==> src/rtl/regfile_pkg.sv <==
// ---------------------------------------------------------------------------
// regfile_pkg
//   Shared constants and typedefs for the decode-stage register file and its
//   busy-bit scoreboard. The defaults describe the standard core
//   configuration: 32 x 32-bit registers and two read ports.
//   The typedefs are sized for the default configuration. Datapath code
//   built for the default core uses them directly.
// ---------------------------------------------------------------------------
package regfile_pkg;

    localparam int unsigned XLEN_DEF  = 32;
    localparam int unsigned NREG_DEF  = 32;
    localparam int unsigned NREAD_DEF = 2;
    localparam int unsigned AW_DEF    = $clog2(NREG_DEF);

    typedef logic [AW_DEF-1:0]   reg_addr_t;
    typedef logic [XLEN_DEF-1:0] reg_data_t;

endpackage : regfile_pkg

==> src/rtl/regfile_scb_busy_scoreboard.sv <==
// ---------------------------------------------------------------------------
// busy_scoreboard
//   Owns the NREG-bit busy vector. Each bit means "an in-flight producer
//   still owes this register". The module also provides a busy lookup per
//   read port and the OR of all busy bits.
//
//   Update rules, applied in order of increasing priority:
//     clear  - writeback clears the bit of the register it writes
//     issue  - issue sets the bit of its destination, so a same-cycle
//              writeback to the same register loses (WAW ordering)
//     flush  - clears every bit and suppresses issue
//     reset  - clears every bit
//   With ZERO_REG=1, register 0 is never set, so it always reads as not busy.
//
// Ports
//   clk_i          rising-edge clock
//   reset_i        synchronous active-high reset
//   iss_en_i       issue strobe
//   iss_rd_i       issue destination register
//   clr_en_i       writeback strobe (clears busy)
//   clr_addr_i     writeback register
//   flush_i        clear all busy bits, ignore issue
//   lookup_addr_i  packed per-port lookup addresses (port p at [p*AW +: AW])
//   lookup_busy_o  registered busy bit of each looked-up register
//   any_busy_o     OR of the registered busy vector
// ---------------------------------------------------------------------------
module busy_scoreboard
    import regfile_pkg::*;
#(
    parameter int unsigned NREG     = NREG_DEF,
    parameter bit          ZERO_REG = 1'b1,
    parameter int unsigned NREAD    = NREAD_DEF,
    parameter int unsigned AW       = $clog2(NREG)
) (
    input  logic                  clk_i,
    input  logic                  reset_i,
    input  logic                  iss_en_i,
    input  logic [AW-1:0]         iss_rd_i,
    input  logic                  clr_en_i,
    input  logic [AW-1:0]         clr_addr_i,
    input  logic                  flush_i,
    input  logic [NREAD*AW-1:0]   lookup_addr_i,
    output logic [NREAD-1:0]      lookup_busy_o,
    output logic                  any_busy_o
);

    logic [NREG-1:0] busy_q;
    logic [NREG-1:0] busy_d;
    logic            iss_ok;
    logic            clr_ok;

    assign iss_ok = iss_en_i && !(ZERO_REG && (iss_rd_i == '0));
    assign clr_ok = clr_en_i && !(ZERO_REG && (clr_addr_i == '0));

    // The later assignments override the earlier ones. This gives the
    // priority order: issue beats clear, and flush beats both.
    always_comb begin
        busy_d = busy_q;
        if (clr_ok) begin
            busy_d[clr_addr_i] = 1'b0;
        end
        if (flush_i) begin
            busy_d = '0;
        end else if (iss_ok) begin
            busy_d[iss_rd_i] = 1'b1;
        end
    end

    always_ff @(posedge clk_i) begin
        if (reset_i) begin
            busy_q <= '0;
        end else begin
            busy_q <= busy_d;
        end
    end

    always_comb begin
        lookup_busy_o = '0;
        for (int unsigned p = 0; p < NREAD; p++) begin
            lookup_busy_o[p] = busy_q[lookup_addr_i[p*AW +: AW]];
        end
    end

    assign any_busy_o = |busy_q;

endmodule : busy_scoreboard

==> src/rtl/regfile_scb.sv <==
// ---------------------------------------------------------------------------
// regfile_scb
//   Decode-stage register file with NREAD combinational read ports, an
//   integrated busy-bit scoreboard and a write-to-read bypass.
//   Decode reads its source operands and learns in the same cycle whether
//   each operand is still owed by an in-flight producer. Issue marks a
//   destination as pending. Writeback delivers the data and clears the
//   pending mark.
//
//   A writeback is visible on a matching read port in the same cycle, with
//   busy shown as 0. Decode therefore never needs a second read. With
//   ZERO_REG=1, register 0 reads as 0, is never busy and ignores writes.
//
// Ports
//   clk       rising-edge clock
//   reset     synchronous active-high reset; clears data and busy bits
//   rs_addr   packed read addresses, port i at [i*AW +: AW]
//   rs_data   packed read data, port i at [i*XLEN +: XLEN]
//   rs_busy   per-port pending-producer flag
//   iss_en    issue strobe; iss_rd becomes busy next cycle
//   iss_rd    issue destination register
//   wb_en     writeback strobe
//   wb_addr   writeback register
//   wb_data   writeback data
//   flush     clear all busy bits; register contents are kept
//   any_busy  OR of the registered busy vector (bypass does not affect it)
// ---------------------------------------------------------------------------
module regfile_scb
    import regfile_pkg::*;
#(
    parameter int unsigned XLEN     = XLEN_DEF,
    parameter int unsigned NREG     = NREG_DEF,
    parameter int unsigned NREAD    = NREAD_DEF,
    parameter bit          ZERO_REG = 1'b1,
    parameter int unsigned AW       = $clog2(NREG)
) (
    input  logic                    clk,
    input  logic                    reset,
    input  logic [NREAD*AW-1:0]     rs_addr,
    output logic [NREAD*XLEN-1:0]   rs_data,
    output logic [NREAD-1:0]        rs_busy,
    input  logic                    iss_en,
    input  logic [AW-1:0]           iss_rd,
    input  logic                    wb_en,
    input  logic [AW-1:0]           wb_addr,
    input  logic [XLEN-1:0]         wb_data,
    input  logic                    flush,
    output logic                    any_busy
);

    logic [XLEN-1:0]  rf_q [NREG];
    logic             wr_ok;
    logic [NREAD-1:0] sb_busy;

    busy_scoreboard #(
        .NREG     (NREG),
        .ZERO_REG (ZERO_REG),
        .NREAD    (NREAD),
        .AW       (AW)
    ) u_busy (
        .clk_i         (clk),
        .reset_i       (reset),
        .iss_en_i      (iss_en),
        .iss_rd_i      (iss_rd),
        .clr_en_i      (wb_en),
        .clr_addr_i    (wb_addr),
        .flush_i       (flush),
        .lookup_addr_i (rs_addr),
        .lookup_busy_o (sb_busy),
        .any_busy_o    (any_busy)
    );

    assign wr_ok = wb_en && !(ZERO_REG && (wb_addr == '0));

    always_ff @(posedge clk) begin
        if (reset) begin
            for (int unsigned i = 0; i < NREG; i++) begin
                rf_q[i] <= '0;
            end
        end else if (wr_ok) begin
            rf_q[wb_addr] <= wb_data;
        end
    end

    // Per-port read with bypass. The zero register is checked first, so a
    // writeback to register 0 never shows up on a read port when ZERO_REG=1.
    always_comb begin
        rs_data = '0;
        rs_busy = '0;
        for (int unsigned p = 0; p < NREAD; p++) begin
            logic [AW-1:0] rd_addr;
            rd_addr = rs_addr[p*AW +: AW];
            if (ZERO_REG && (rd_addr == '0)) begin
                rs_data[p*XLEN +: XLEN] = '0;
                rs_busy[p]              = 1'b0;
            end else if (wb_en && (wb_addr == rd_addr)) begin
                rs_data[p*XLEN +: XLEN] = wb_data;
                rs_busy[p]              = 1'b0;
            end else begin
                rs_data[p*XLEN +: XLEN] = rf_q[rd_addr];
                rs_busy[p]              = sb_busy[p];
            end
        end
    end

endmodule : regfile_scb
==> config.mk <==
export PLATFORM = sky130hd
export DESIGN_NAME = regfile_scb
export DESIGN_NICKNAME = d
export VERILOG_FILES = /design/src/rtl/regfile_pkg.sv /design/src/rtl/regfile_scb_busy_scoreboard.sv /design/src/rtl/regfile_scb.sv
export SDC_FILE = /design/constraint.sdc
export NUM_CORES = 2
export LEC_CHECK = 0
export ABC_AREA = 1
export BUFFER_PORTS_ARGS = -buffer_cell sky130_fd_sc_hd__clkbuf_2
export CAP_MARGIN = 20
export CELL_PAD_IN_SITES_DETAIL_PLACEMENT = 1
export CELL_PAD_IN_SITES_GLOBAL_PLACEMENT = 1
export CORE_MARGIN = 2
export CORE_UTILIZATION = 27
export CTS_BUF_LIST = sky130_fd_sc_hd__clkbuf_8
export DETAILED_ROUTE_END_ITERATION = 12
export PLACE_DENSITY_LB_ADDON = 0.1
export SYNTH_ARGS = -nofsm -noshare
export SYNTH_HDL_FRONTEND = slang
export SYNTH_SLANG_ARGS = --single-unit
export TNS_END_PERCENT = 50
==> constraint.sdc <==
create_clock -name clk -period 10.6 [get_ports clk]
set_input_delay 1.06 -clock clk [delete_from_list [all_inputs] [get_ports clk]]
set_output_delay 1.06 -clock clk [all_outputs]
set_load 0.05 [all_outputs]
==> run_summary.xml <==
<?xml version="1.0" encoding="UTF-8"?>
<metrics>
  <group name="sta">
    <metric name="max_clock_freq" unit="GHz">0.1493</metric>
    <metric name="worst_clock_skew" unit="ps">0</metric>
    <metric name="period_minus_slack" unit="ps">6699</metric>
    <metric name="setup_total_negative_slack" unit="ps">0</metric>
    <metric name="timing.final.hold_violations" unit="">0</metric>
    <metric name="slew-limit-headroom" unit="%">21.97</metric>
    <metric name="setup_viol" unit="">0</metric>
    <metric name="whs" unit="ps">478.1</metric>
    <metric name="period_share" unit="%">63.20</metric>
    <metric name="drv_slew" unit="">0</metric>
    <metric name="timing_worst_slew_pin_value" unit="ps">1163</metric>
    <metric name="setup_repair_after_global_routing_missed_its_margin" unit="">false</metric>
  </group>
  <group name="floorplanning">
    <metric name="floorplan.die_area" unit="um2">224500</metric>
    <metric name="fp-row-count" unit="">172</metric>
    <metric name="start_util" unit="%">27.15</metric>
    <metric name="die_width" unit="um">473.8</metric>
    <metric name="num_io_pins" unit="">124</metric>
    <metric name="fp.coreArea" unit="um2">219500</metric>
    <metric name="floorplan.die.height" unit="um">473.8</metric>
  </group>
  <group name="worst_setup_path">
    <metric name="worstPathCellList" unit="">buf_8 -&gt; inv_8 -&gt; buf_4 -&gt; buf_4 -&gt; buf_4 -&gt; nand2_1 -&gt; nand3_1 -&gt; nand2_1 -&gt; inv_1 -&gt; nand2_1 -&gt; nand2_1 -&gt; nand2_1 -&gt; inv_1 -&gt; nand2_1 -&gt; a21oi_1 -&gt; clkbuf_2</metric>
    <metric name="critical_path_peak_fanout" unit="">84</metric>
    <metric name="worstPathRequired" unit="ps">9540</metric>
    <metric name="critical-path-top-cell-by-count" unit="">nand2_1</metric>
    <metric name="timing_worst_setup_path_type" unit="">in -&gt; out</metric>
    <metric name="r2r_cells" unit="">4</metric>
    <metric name="worst_r2r_start" unit="">u_busy.busy_q[18]$_SDFF_PP0_</metric>
    <metric name="critical_path.max_stage_delay" unit="ps">830</metric>
    <metric name="setup.reg_to_reg.worst_slack" unit="ps">9810</metric>
    <metric name="startpoint" unit="">rs_addr[0]</metric>
    <metric name="crit_path_top_delay_cell" unit="">buf_4</metric>
    <metric name="endpoint" unit="">rs_data[12]</metric>
    <metric name="crit_path_start_kind" unit="">primary input</metric>
    <metric name="critical_path.n_buffers_inverters" unit="">8</metric>
    <metric name="crit_family" unit="">buffers and inverters</metric>
    <metric name="worstSetupEndpointType" unit="">primary output</metric>
    <metric name="cp_num_cells" unit="">16</metric>
    <metric name="reg2reg_to" unit="">u_busy.busy_q[18]$_SDFF_PP0_</metric>
    <metric name="critical_path_arrival" unit="ps">5640</metric>
  </group>
  <group name="grt">
    <metric name="globalRouteOverflowTotal" unit="">0</metric>
    <metric name="groute.usage.overall" unit="%">27.21</metric>
    <metric name="largest_net_degree_at_the_start_of_global_routing" unit="">229</metric>
    <metric name="antenna_found_initial" unit="">9</metric>
    <metric name="first_pass_grt_wire_length" unit="um">431600</metric>
    <metric name="first_global_vias" unit="">55520</metric>
  </group>
  <group name="logic_synthesis">
    <metric name="edff_count_synth" unit="">1024</metric>
    <metric name="asyncSetResetFlopFracSynth" unit="%">0</metric>
    <metric name="ys.flop_type" unit="">edfxtp_1</metric>
    <metric name="postSynthCellCount" unit="">7463</metric>
    <metric name="synthesized_area_per_cell" unit="um2">7.984</metric>
    <metric name="yosysWarnings" unit="">0</metric>
    <metric name="netlist-cell-type-count" unit="">31</metric>
    <metric name="synth.yosys.seq_area_share" unit="%">52.68</metric>
    <metric name="yosys_register_bits" unit="">1056</metric>
    <metric name="post_synthesis_cell_area" unit="um2">59590</metric>
  </group>
  <group name="layout">
    <metric name="flow.area_growth_from_synthesis" unit="%">12.01</metric>
    <metric name="final_net_count" unit="">7396</metric>
    <metric name="final_layout_size_suffix_gt1_share" unit="%">8.549</metric>
    <metric name="final_core_util" unit="%">30.40</metric>
  </group>
  <group name="cts">
    <metric name="clk_sinks" unit="">1056</metric>
    <metric name="cts_tree" unit="">done</metric>
    <metric name="clock_tree.buffer_depth" unit="">3</metric>
    <metric name="numCtsBuffers" unit="">207</metric>
    <metric name="htree_num_levels" unit="">4</metric>
    <metric name="path_clk_slew" unit="ps">60</metric>
    <metric name="clk_lat_worst_skew" unit="ps">960</metric>
    <metric name="post_cts_buffers" unit="">0</metric>
    <metric name="cts-root-buf" unit="">clkbuf_8</metric>
    <metric name="cts_hold_buffers" unit="">0</metric>
    <metric name="cts_repair_resize_count" unit="">0</metric>
  </group>
  <group name="placed_design">
    <metric name="hpwlAfterDp" unit="um">166300</metric>
    <metric name="port_buffers" unit="">123</metric>
    <metric name="place.gp.congestion" unit="">0.7803</metric>
  </group>
  <group name="power_and_ir_drop">
    <metric name="p_leak" unit="uW">0.02724</metric>
    <metric name="vdd_ir_drop_max" unit="V">0.0001248</metric>
    <metric name="power-per-cell-area" unit="nW/um2">156.4</metric>
  </group>
  <group name="route">
    <metric name="drc" unit="">0</metric>
    <metric name="first_drt_pass_iteration_count" unit="">5</metric>
    <metric name="vias" unit="">55010</metric>
    <metric name="wire_per_inst" unit="um">29.85</metric>
    <metric name="wirelength" unit="um">309700</metric>
    <metric name="first_iter_violations" unit="">4511</metric>
    <metric name="route.detailed.vias_per_inst" unit="">5.302</metric>
    <metric name="detail-route-antenna-nets" unit="">0</metric>
  </group>
  <group name="run_status">
    <metric name="status" unit="">complete, no violations</metric>
  </group>
  <group name="job">
    <metric name="cap_viol_max_count" unit="">0</metric>
  </group>
  <group name="worst_hold_path">
    <metric name="hp-class" unit="">in -&gt; reg</metric>
  </group>
</metrics>
[state kept, by name, indices dropped and copies added, names as in the netlist]
| name | count |
|---|---|
| u_busy.busy_q | 32 |
| rf_q | 1024 |
[placed cells by master (no fill, tap or decap), types with 2 or more instances in the layout]
master / n
nand2_1: 1743
nor2_1: 1130
nand3_1: 1095
edfxtp_1: 1024
inv_1: 732
o211ai_1: 390
a21oi_1: 293
o21ai_0: 265
clkbuf_8: 213
buf_4: 144
clkbuf_2: 112
clkinv_1: 67
nand2_2: 44
or2_2: 32
conb_1: 32
dfxtp_1: 32
nand3b_1: 16
buf_16: 15
nor3_1: 12
clkinv_2: 12
inv_2: 10
nand4_1: 10
diode_2: 8
nor2_4: 8
nand3_2: 8
nor4_1: 8
nand2_4: 8
buf_12: 6
buf_8: 4
inv_8: 3
inv_6: 3
nor3_2: 3
a31oi_1: 3
clkinvlp_4: 3
buf_6: 3
inv_4: 2
o22ai_1: 2
nand3_4: 2
bufinv_16: 2
[cells in the mapped netlist, types with 67 or more instances]
cell type,count,area (um2)
nor2_1,1136,4264
buf_2,239,1196
o211ai_1,390,2928
nand3_1,1103,5520
inv_1,668,2507
o21ai_0,266,1331
clkbuf_1,334,1254
nand2_1,1795,6738
a21oi_1,293,1466
buf_1,67,251.5
edfxtp_1,1024,30750
[how the worst min path moves through the flow]
stage                                             from                      endpoint  depth (start not counted)
after floorplan            u_busy.busy_q[0]$_SDFF_PP0_   u_busy.busy_q[0]$_SDFF_PP0_                          2
after global placement    u_busy.busy_q[13]$_SDFF_PP0_  u_busy.busy_q[13]$_SDFF_PP0_                          2
after detailed placement  u_busy.busy_q[13]$_SDFF_PP0_  u_busy.busy_q[13]$_SDFF_PP0_                          2
after CTS                                   wb_data[3]     rf_q[31][3]$_SDFFCE_PN0P_                          3
after global routing                        wb_data[3]     rf_q[31][3]$_SDFFCE_PN0P_                          3
final                                        iss_rd[2]  u_busy.busy_q[26]$_SDFF_PP0_                          4
[per-layer routing]
| layer | vias up | GRT usage [%] | wire length (um) |
|---|---|---|---|
| met1 | 28210 | 35.65 | 135400 |
| met2 | 1672 | 45.62 | 146300 |
| met3 | 520 | 3.404 | 15780 |
| met4 | 0 | 10.33 | 12290 |
| met5 | - | 0 | 0 |
| li1 | 24610 | - | - |
[worst reg2reg max path, cell delays in order, from the launching register on]
cell	delay (ps)
dfxtp_1	310
inv_1	110
nor2_1	60
a21oi_1	120
nor2_1	50
[final cells by class]
class / instances / area, um2
multi-input cells: 5110 / 23280
clock inverters: 155 / 673.1
clock buffers: 213 / 2932
inverters: 679 / 2579
repair buffers: 285 / 2273
well taps: 2871 / 3592
flip-flops and latches: 1056 / 31390
diodes: 8 / 20.02
fillers: 26190 / 152800
[report_power, final]
group          switching (uW)  internal, uW
logic                    1300           374
registers                95.4          4810
clock network            1980          1880
[cell families (layout without fill, tap and decap cells)]
| group | Yosys count | in the layout | synth area share (%) |
|---|---|---|---|
| simple gates | 4121 | 4121 | 28.69 |
| buf+inv | 1328 | 1332 | 8.924 |
| flops | 1056 | 1056 | 52.68 |
| compound gates | 957 | 957 | 9.701 |
| other cells | 1 | 40 | 0.006293 |
[stage by stage]
step	worst slack, ps	instance area (um2)	total power (uW)	cells
after floorplan	6219	59700	5944	7494
after global placement	3958	62680	6619	9985
after detailed placement	3932	62920	6647	9994
after CTS	3930	66530	10530	10360
after global routing	3709	66740	10850	10380
final	3901	66740	10440	10380
(Power assumes the default switching activity.)
